File: config.mk
export PLATFORM = sky130hd
export DESIGN_NAME = reg_file
export DESIGN_NICKNAME = d
export VERILOG_FILES = /design/src/rtl/misc_v_pkg.sv /design/src/rtl/reg_file_dump.sv /design/src/rtl/reg_file.sv
export SDC_FILE = /design/constraint.sdc
export NUM_CORES = 1
export LEC_CHECK = 0
export ABC_AREA = 1
export ABC_CLOCK_PERIOD_IN_PS = 6300
export BUFFER_PORTS_ARGS = -buffer_cell sky130_fd_sc_hd__clkbuf_2
export CELL_PAD_IN_SITES_DETAIL_PLACEMENT = 1
export CELL_PAD_IN_SITES_GLOBAL_PLACEMENT = 1
export CORE_UTILIZATION = 40
export CTS_CLUSTER_DIAMETER = 200
export DETAILED_ROUTE_END_ITERATION = 16
export MAX_ROUTING_LAYER = met4
export PLACE_DENSITY = 0.89
export SLEW_MARGIN = 10
export SYNTH_ARGS = -nofsm -noshare
export SYNTH_HDL_FRONTEND = slang
export SYNTH_HIERARCHICAL = 1
export SYNTH_SLANG_ARGS = --single-unit
export TNS_END_PERCENT = 5
File: constraint.sdc
create_clock -name CLK -period 6.3 [get_ports CLK]
set_input_delay 0 -clock CLK [delete_from_list [all_inputs] [get_ports CLK]]
set_output_delay 0 -clock CLK [all_outputs]
set_load 0.01 [all_outputs]
File: src/rtl/misc_v_pkg.sv
// Shared definitions for the MISC-V register file slice.
//   DATA_W / ADDR_W / NUM_REGS : register width, index width, register count
//   dump_state_t               : debug dump FSM states
//   REG_ZERO / REG_LAST        : hardwired-zero index and last index
//   bypass_read()              : read-port value selection with write bypass,
//                                shared by both read ports and the dump reader
package misc_v_pkg;

    localparam int DATA_W   = 16;
    localparam int ADDR_W   = 4;
    localparam int NUM_REGS = 2 ** ADDR_W;

    typedef enum logic [1:0] {
        IDLE = 2'd0,
        SEND = 2'd1,
        DONE = 2'd2
    } dump_state_t;

    localparam logic [ADDR_W-1:0] REG_ZERO = '0;
    localparam logic [ADDR_W-1:0] REG_LAST = ADDR_W'(NUM_REGS - 1);

    // Register 0 always reads zero; otherwise a write landing on the same
    // index this cycle wins over the stored value.
    function automatic logic [DATA_W-1:0] bypass_read(
        input logic [ADDR_W-1:0] addr,
        input logic [DATA_W-1:0] stored,
        input logic              we,
        input logic [ADDR_W-1:0] waddr,
        input logic [DATA_W-1:0] wdata
    );
        logic [DATA_W-1:0] result;
        if (addr == REG_ZERO) begin
            result = '0;
        end else if (we && (waddr == addr)) begin
            result = wdata;
        end else begin
            result = stored;
        end
        return result;
    endfunction

endpackage

File: src/rtl/reg_file_dump.sv
// Debug dump reader: streams registers 0..NUM_REGS-1 over valid/ready.
//   CLK, reset          : clock, asynchronous active-high reset
//   dump_start          : start request, only honoured in IDLE
//   dump_ready          : consumer accepts the current beat
//   peek_addr/peek_data : lookup of the next index; the top returns the
//                         bypassed register value for that index
//   dump_valid/addr/data: current beat (data is a snapshot register)
//   dump_busy           : high in SEND and DONE
//   dump_done           : one-cycle pulse after the last beat
module reg_file_dump
    import misc_v_pkg::*;
(
    input  logic              CLK,
    input  logic              reset,
    input  logic              dump_start,
    input  logic              dump_ready,
    output logic [ADDR_W-1:0] peek_addr,
    input  logic [DATA_W-1:0] peek_data,
    output logic              dump_valid,
    output logic [ADDR_W-1:0] dump_addr,
    output logic [DATA_W-1:0] dump_data,
    output logic              dump_busy,
    output logic              dump_done
);

    dump_state_t       state_reg, state_next;
    logic [ADDR_W-1:0] index_reg, index_next;
    logic [DATA_W-1:0] data_reg,  data_next;

    // Wraps at the last index, but the value is unused there because SEND
    // exits instead of advancing.
    assign peek_addr = index_reg + ADDR_W'(1);

    // State register together with the index counter and snapshot.
    always_ff @(posedge CLK or posedge reset) begin
        if (reset) begin
            state_reg <= IDLE;
            index_reg <= '0;
            data_reg  <= '0;
        end else begin
            state_reg <= state_next;
            index_reg <= index_next;
            data_reg  <= data_next;
        end
    end

    // Next-state logic. The snapshot only moves on a transfer, so writes to
    // the presented index during backpressure do not disturb the beat.
    always_comb begin
        state_next = state_reg;
        index_next = index_reg;
        data_next  = data_reg;
        unique case (state_reg)
            IDLE: begin
                if (dump_start) begin
                    state_next = SEND;
                    index_next = REG_ZERO;
                    data_next  = '0;
                end
            end
            SEND: begin
                if (dump_ready) begin
                    if (index_reg == REG_LAST) begin
                        state_next = DONE;
                    end else begin
                        index_next = peek_addr;
                        data_next  = peek_data;
                    end
                end
            end
            DONE: begin
                state_next = IDLE;
            end
            default: begin
                state_next = IDLE;
            end
        endcase
    end

    // Output logic.
    always_comb begin
        dump_valid = (state_reg == SEND);
        dump_busy  = (state_reg != IDLE);
        dump_done  = (state_reg == DONE);
        dump_addr  = index_reg;
        dump_data  = data_reg;
    end

endmodule

File: src/rtl/reg_file.sv
// 16 x 16-bit register file: one synchronous write port, two combinational
// read ports with same-cycle write bypass, register 0 hardwired to zero, and
// a debug dump reader.
//   CLK, reset                      : clock, asynchronous active-high reset
//   reg_write/write_addr/write_data : write port
//   read_addr_a/read_data_a         : read port A (zero latency)
//   read_addr_b/read_data_b         : read port B (zero latency)
//   dump_*                          : debug dump stream, see reg_file_dump
module reg_file
    import misc_v_pkg::*;
(
    input  logic              CLK,
    input  logic              reset,
    input  logic              reg_write,
    input  logic [ADDR_W-1:0] write_addr,
    input  logic [DATA_W-1:0] write_data,
    input  logic [ADDR_W-1:0] read_addr_a,
    input  logic [ADDR_W-1:0] read_addr_b,
    output logic [DATA_W-1:0] read_data_a,
    output logic [DATA_W-1:0] read_data_b,
    input  logic              dump_start,
    input  logic              dump_ready,
    output logic              dump_valid,
    output logic [ADDR_W-1:0] dump_addr,
    output logic [DATA_W-1:0] dump_data,
    output logic              dump_busy,
    output logic              dump_done
);

    logic [NUM_REGS-1:0][DATA_W-1:0] reg_bank;
    logic [ADDR_W-1:0]               peek_addr;
    logic [DATA_W-1:0]               peek_data;

    // Register 0 has no storage at all.
    assign reg_bank[0] = '0;

    // Storage must clear on asynchronous reset, so each entry is its own
    // flop group rather than a RAM.
    genvar gi;
    generate
        for (gi = 1; gi < NUM_REGS; gi++) begin : g_reg
            logic [DATA_W-1:0] value_reg;

            always_ff @(posedge CLK or posedge reset) begin
                if (reset) begin
                    value_reg <= '0;
                end else if (reg_write && (write_addr == ADDR_W'(gi))) begin
                    value_reg <= write_data;
                end
            end

            assign reg_bank[gi] = value_reg;
        end
    endgenerate

    assign read_data_a = bypass_read(read_addr_a, reg_bank[read_addr_a],
                                     reg_write, write_addr, write_data);
    assign read_data_b = bypass_read(read_addr_b, reg_bank[read_addr_b],
                                     reg_write, write_addr, write_data);

    // The dump reader sees the same bypassed view as the read ports, so a
    // write to the next index in the transfer cycle lands in the snapshot.
    assign peek_data   = bypass_read(peek_addr, reg_bank[peek_addr],
                                     reg_write, write_addr, write_data);

    reg_file_dump u_dump (
        .CLK        (CLK),
        .reset      (reset),
        .dump_start (dump_start),
        .dump_ready (dump_ready),
        .peek_addr  (peek_addr),
        .peek_data  (peek_data),
        .dump_valid (dump_valid),
        .dump_addr  (dump_addr),
        .dump_data  (dump_data),
        .dump_busy  (dump_busy),
        .dump_done  (dump_done)
    );

endmodule

==> results.txt <==
R2R depth: 12
number of H-tree levels: 2
router iterations before antenna repair: 5
worst setup margin: 2.452 ns
dpl hpwl: 55890 um
via-per-instance ratio: 5.877
EDFF count, synth: 0
time the worst path needs with I/O delays and setup: 3.848 ns
worst slew pin tran: 1.243 ns
number of cells on the critical path: 12
io pins: 88
Max Slew Vio Count: 0
Final Hold Viols: 0
global route total overflow: 0
Hold Path Class: input port to flip-flop
dominant cells by area after synthesis: dfrtp_1 37%, nand2_1 29%, nand3_1 8.5%
TritonCTS clock tree: done
WP data required: 6.73 ns
ys flop type: dfrtp_1
FF+latch count, synth: 262
hold slack: 0.06623 ns
crit-path cells: ha_2 > xor2_2 > buf_4 > inv_2 > nand2_1 > nand2_1 > nor2_1 > nand3_1 > o21ai_0 > nor2_1 > nand2_1 > nand2_1
flop2flop setup slack: 2.45 ns
post-synthesis async set-or-reset flop share: 1.000
max_cap viols: 0
sequential share of the synthesized area: 0.3693
status: finished, final reports clean
CTS buffer count: 34
clk_lat worst skew: 0.56 ns
1st-iter DRT viols: 2212
post-route cell area: 0.01972 sq mm
vias in the first global route: 21.17k
max incr delay on CP: 0.86 ns
Slew Limit Headroom: 0.1691
post-synthesis cell count: 2956
CP dominant cell by count: nand2_1
P per Cell Area: 393.5 mW/mm^2
post-place setup slack: 2.610 ns
unrepaired setup endpoints after global routing: false
Max IR drop VDD: 0.2273 mV
fillcell total: 5954
Clock Skew: 0.01573 ns
Final setup viols: 0
first-pass GRT wire length: 128800 um
layout net count: 2979
Synth area leader: dfrtp_1
Die Area: 0.04523 sq mm
core area: 0.04346 sq mm
routed len/inst: 23.95 um
CP endpoint kind: flip-flop
Via Count: 20.90k
GPL Wtd Cong: 0.9507
f_max: 259.9 MHz
DRT antenna net count: 0
initial antenna violation count: 3
GR Util All Layers: 0.3947
Post-Syn Nets: 2990
Placed Instance Area: 0.01845 sq mm
largest net degree at the start of global routing: 134
Tot Pwr: 7.760 mW
die height: 212.7 um
number of flip-flops in the largest register: 240
Synth Area per Inst: 6.005 sq um
cell at the slowest stage of the critical path: nand3_1
P&R area growth vs syn: 11.09%
clock-pin slew on the worst setup and hold paths: 0.06 ns
final WL: 85150 um
count leader, synth: nand2_1
# DRC: 0
IO buf count: 87
worst-path fanout max: 32
Setup Total Neg Slack: 0 ns
Clock Tree Root: clkbuf_16
Tcrit/Tclk final: 0.6109
Leak: 10.37 nW
layout cells sized above 1: 0.07615
Post-Syn Area: 0.01775 sq mm
WP data arrival: 4.28 ns
CP endpoint: u_dump/dump_data[2]
Clock Path Buffers: 3
delay-heaviest family, CP: simple AND/OR/NAND/NOR gates
WP buf/inv: 2
CP startpoint kind: flip-flop
die width: 212.7 um
Syn. warnings: 6
Site Rows: 76
WS Path Type: flip-flop to flip-flop
Initial Utilization: 0.4085
register area: 0.006556 sq mm
Netlist cell types: 24
clk sinks: 262
r2r endpoint: u_dump/dump_data[2]
Yosys top cell area share: 0.3693
r2r startpoint: u_dump/dump_addr[0]
Multi-input gate area: 0.009686 sq mm
synth cell count leaders: 1383 x nand2_1, 300 x nand3_1, 285 x o21ai_0
Crit. Startpoint: u_dump/dump_addr[0]
PostCTS Resize Cnt: 0
==> worst reg2reg max path, stage by stage, from the launching register on <==
cell and delay, ns:
dfrtp_1 0.51, ha_2 0.29, xor2_2 0.33, buf_4 0.39, inv_2 0.32, nand2_1 0.14
nand2_1 0.05, nor2_1 0.08, nand3_1 0.86, o21ai_0 0.54, nor2_1 0.09, nand2_1 0.08
nand2_1 0.06
==> worst min-delay path by stage <==
stage / cells after the start / start / endpoint / slack [ns]
2_1_floorplan: 1 / reset / u_dump/dump_addr[0] / -0.01
3_3_place_gp: 2 / reset / g_reg[6].value_reg[2] / 0.20
3_5_place_dp: 2 / reset / g_reg[6].value_reg[2] / 0.22
4_1_cts: 4 / write_addr[1] / g_reg[5].value_reg[4] / 0.04
5_1_grt: 3 / write_addr[1] / g_reg[5].value_reg[4] / 0.08
6_report: 4 / write_addr[1] / g_reg[5].value_reg[4] / 0.07
==> metal layers <==
layer  global-route usage  up-vias  part of all wire
met3              0.09045      262              0.10
li1                     -     9243                 -
met5                    -        -                 0
met2               0.5820     1086              0.43
met4               0.1982        0             0.048
met1               0.5073    10310              0.42
==> timing repair <==
action,in CTS,in global routing
hold buffers,19,0
hold endpoints to repair,96,0
setup buffers,0,0
setup endpoints to repair,0,0
==> per-stage QoR <==
step / utilization / instances
detailed placement: 0.4247 / 3475
CTS: 0.4536 / 3553
finish: 0.4538 / 3556
global placement: 0.4242 / 3474
global route: 0.4538 / 3556
floorplan: - / 2956
==> cell type report <==
class,instances,share of cell area
multi-input combinational,2323,0.4911
sequential,262,0.3325
timing repair buffer,158,0.05279
clock buffer,45,0.04733
tap,585,0.03712
inverter,166,0.03191
clock inverter,14,0.006852
antenna,3,0.0003807
==> logic make-up (layout without fill, tap and decap cells) <==
kind of cell               Yosys count  count (layout)  synth area share
xor gates and xnor gates             1               1         0.0004935
AOI/OAI and AO/OA                  387             387            0.1091
DFF                                262             262            0.3693
other                                0               3                 0
buffers and inverters              371             383           0.08705
and+or+nand+nor                   1934            1934            0.4333
adders and majority gates            1               1         0.0007047
==> report_power, final <==
group | internal [mW] | switching (mW)
logic | 0.989 | 2.45
clock network | 1.13 | 0.808
registers | 2.05 | 0.333
==> layout by cell type, fill, tap and decap left out, drive strengths merged, types with 4 or more instances in the layout <==
cell | Yosys | routed
o21ai | 324 | 324
dfrtp | 262 | 262
clkinv | 0 | 7
nand2 | 1387 | 1387
buf | 108 | 54
clkinvlp | 0 | 4
inv | 166 | 167
a21oi | 63 | 63
clkbuf | 97 | 130
dlygate4sd3 | 0 | 19
nand3 | 301 | 301
nor2 | 240 | 240
Power figures use the tool's default switching activity.
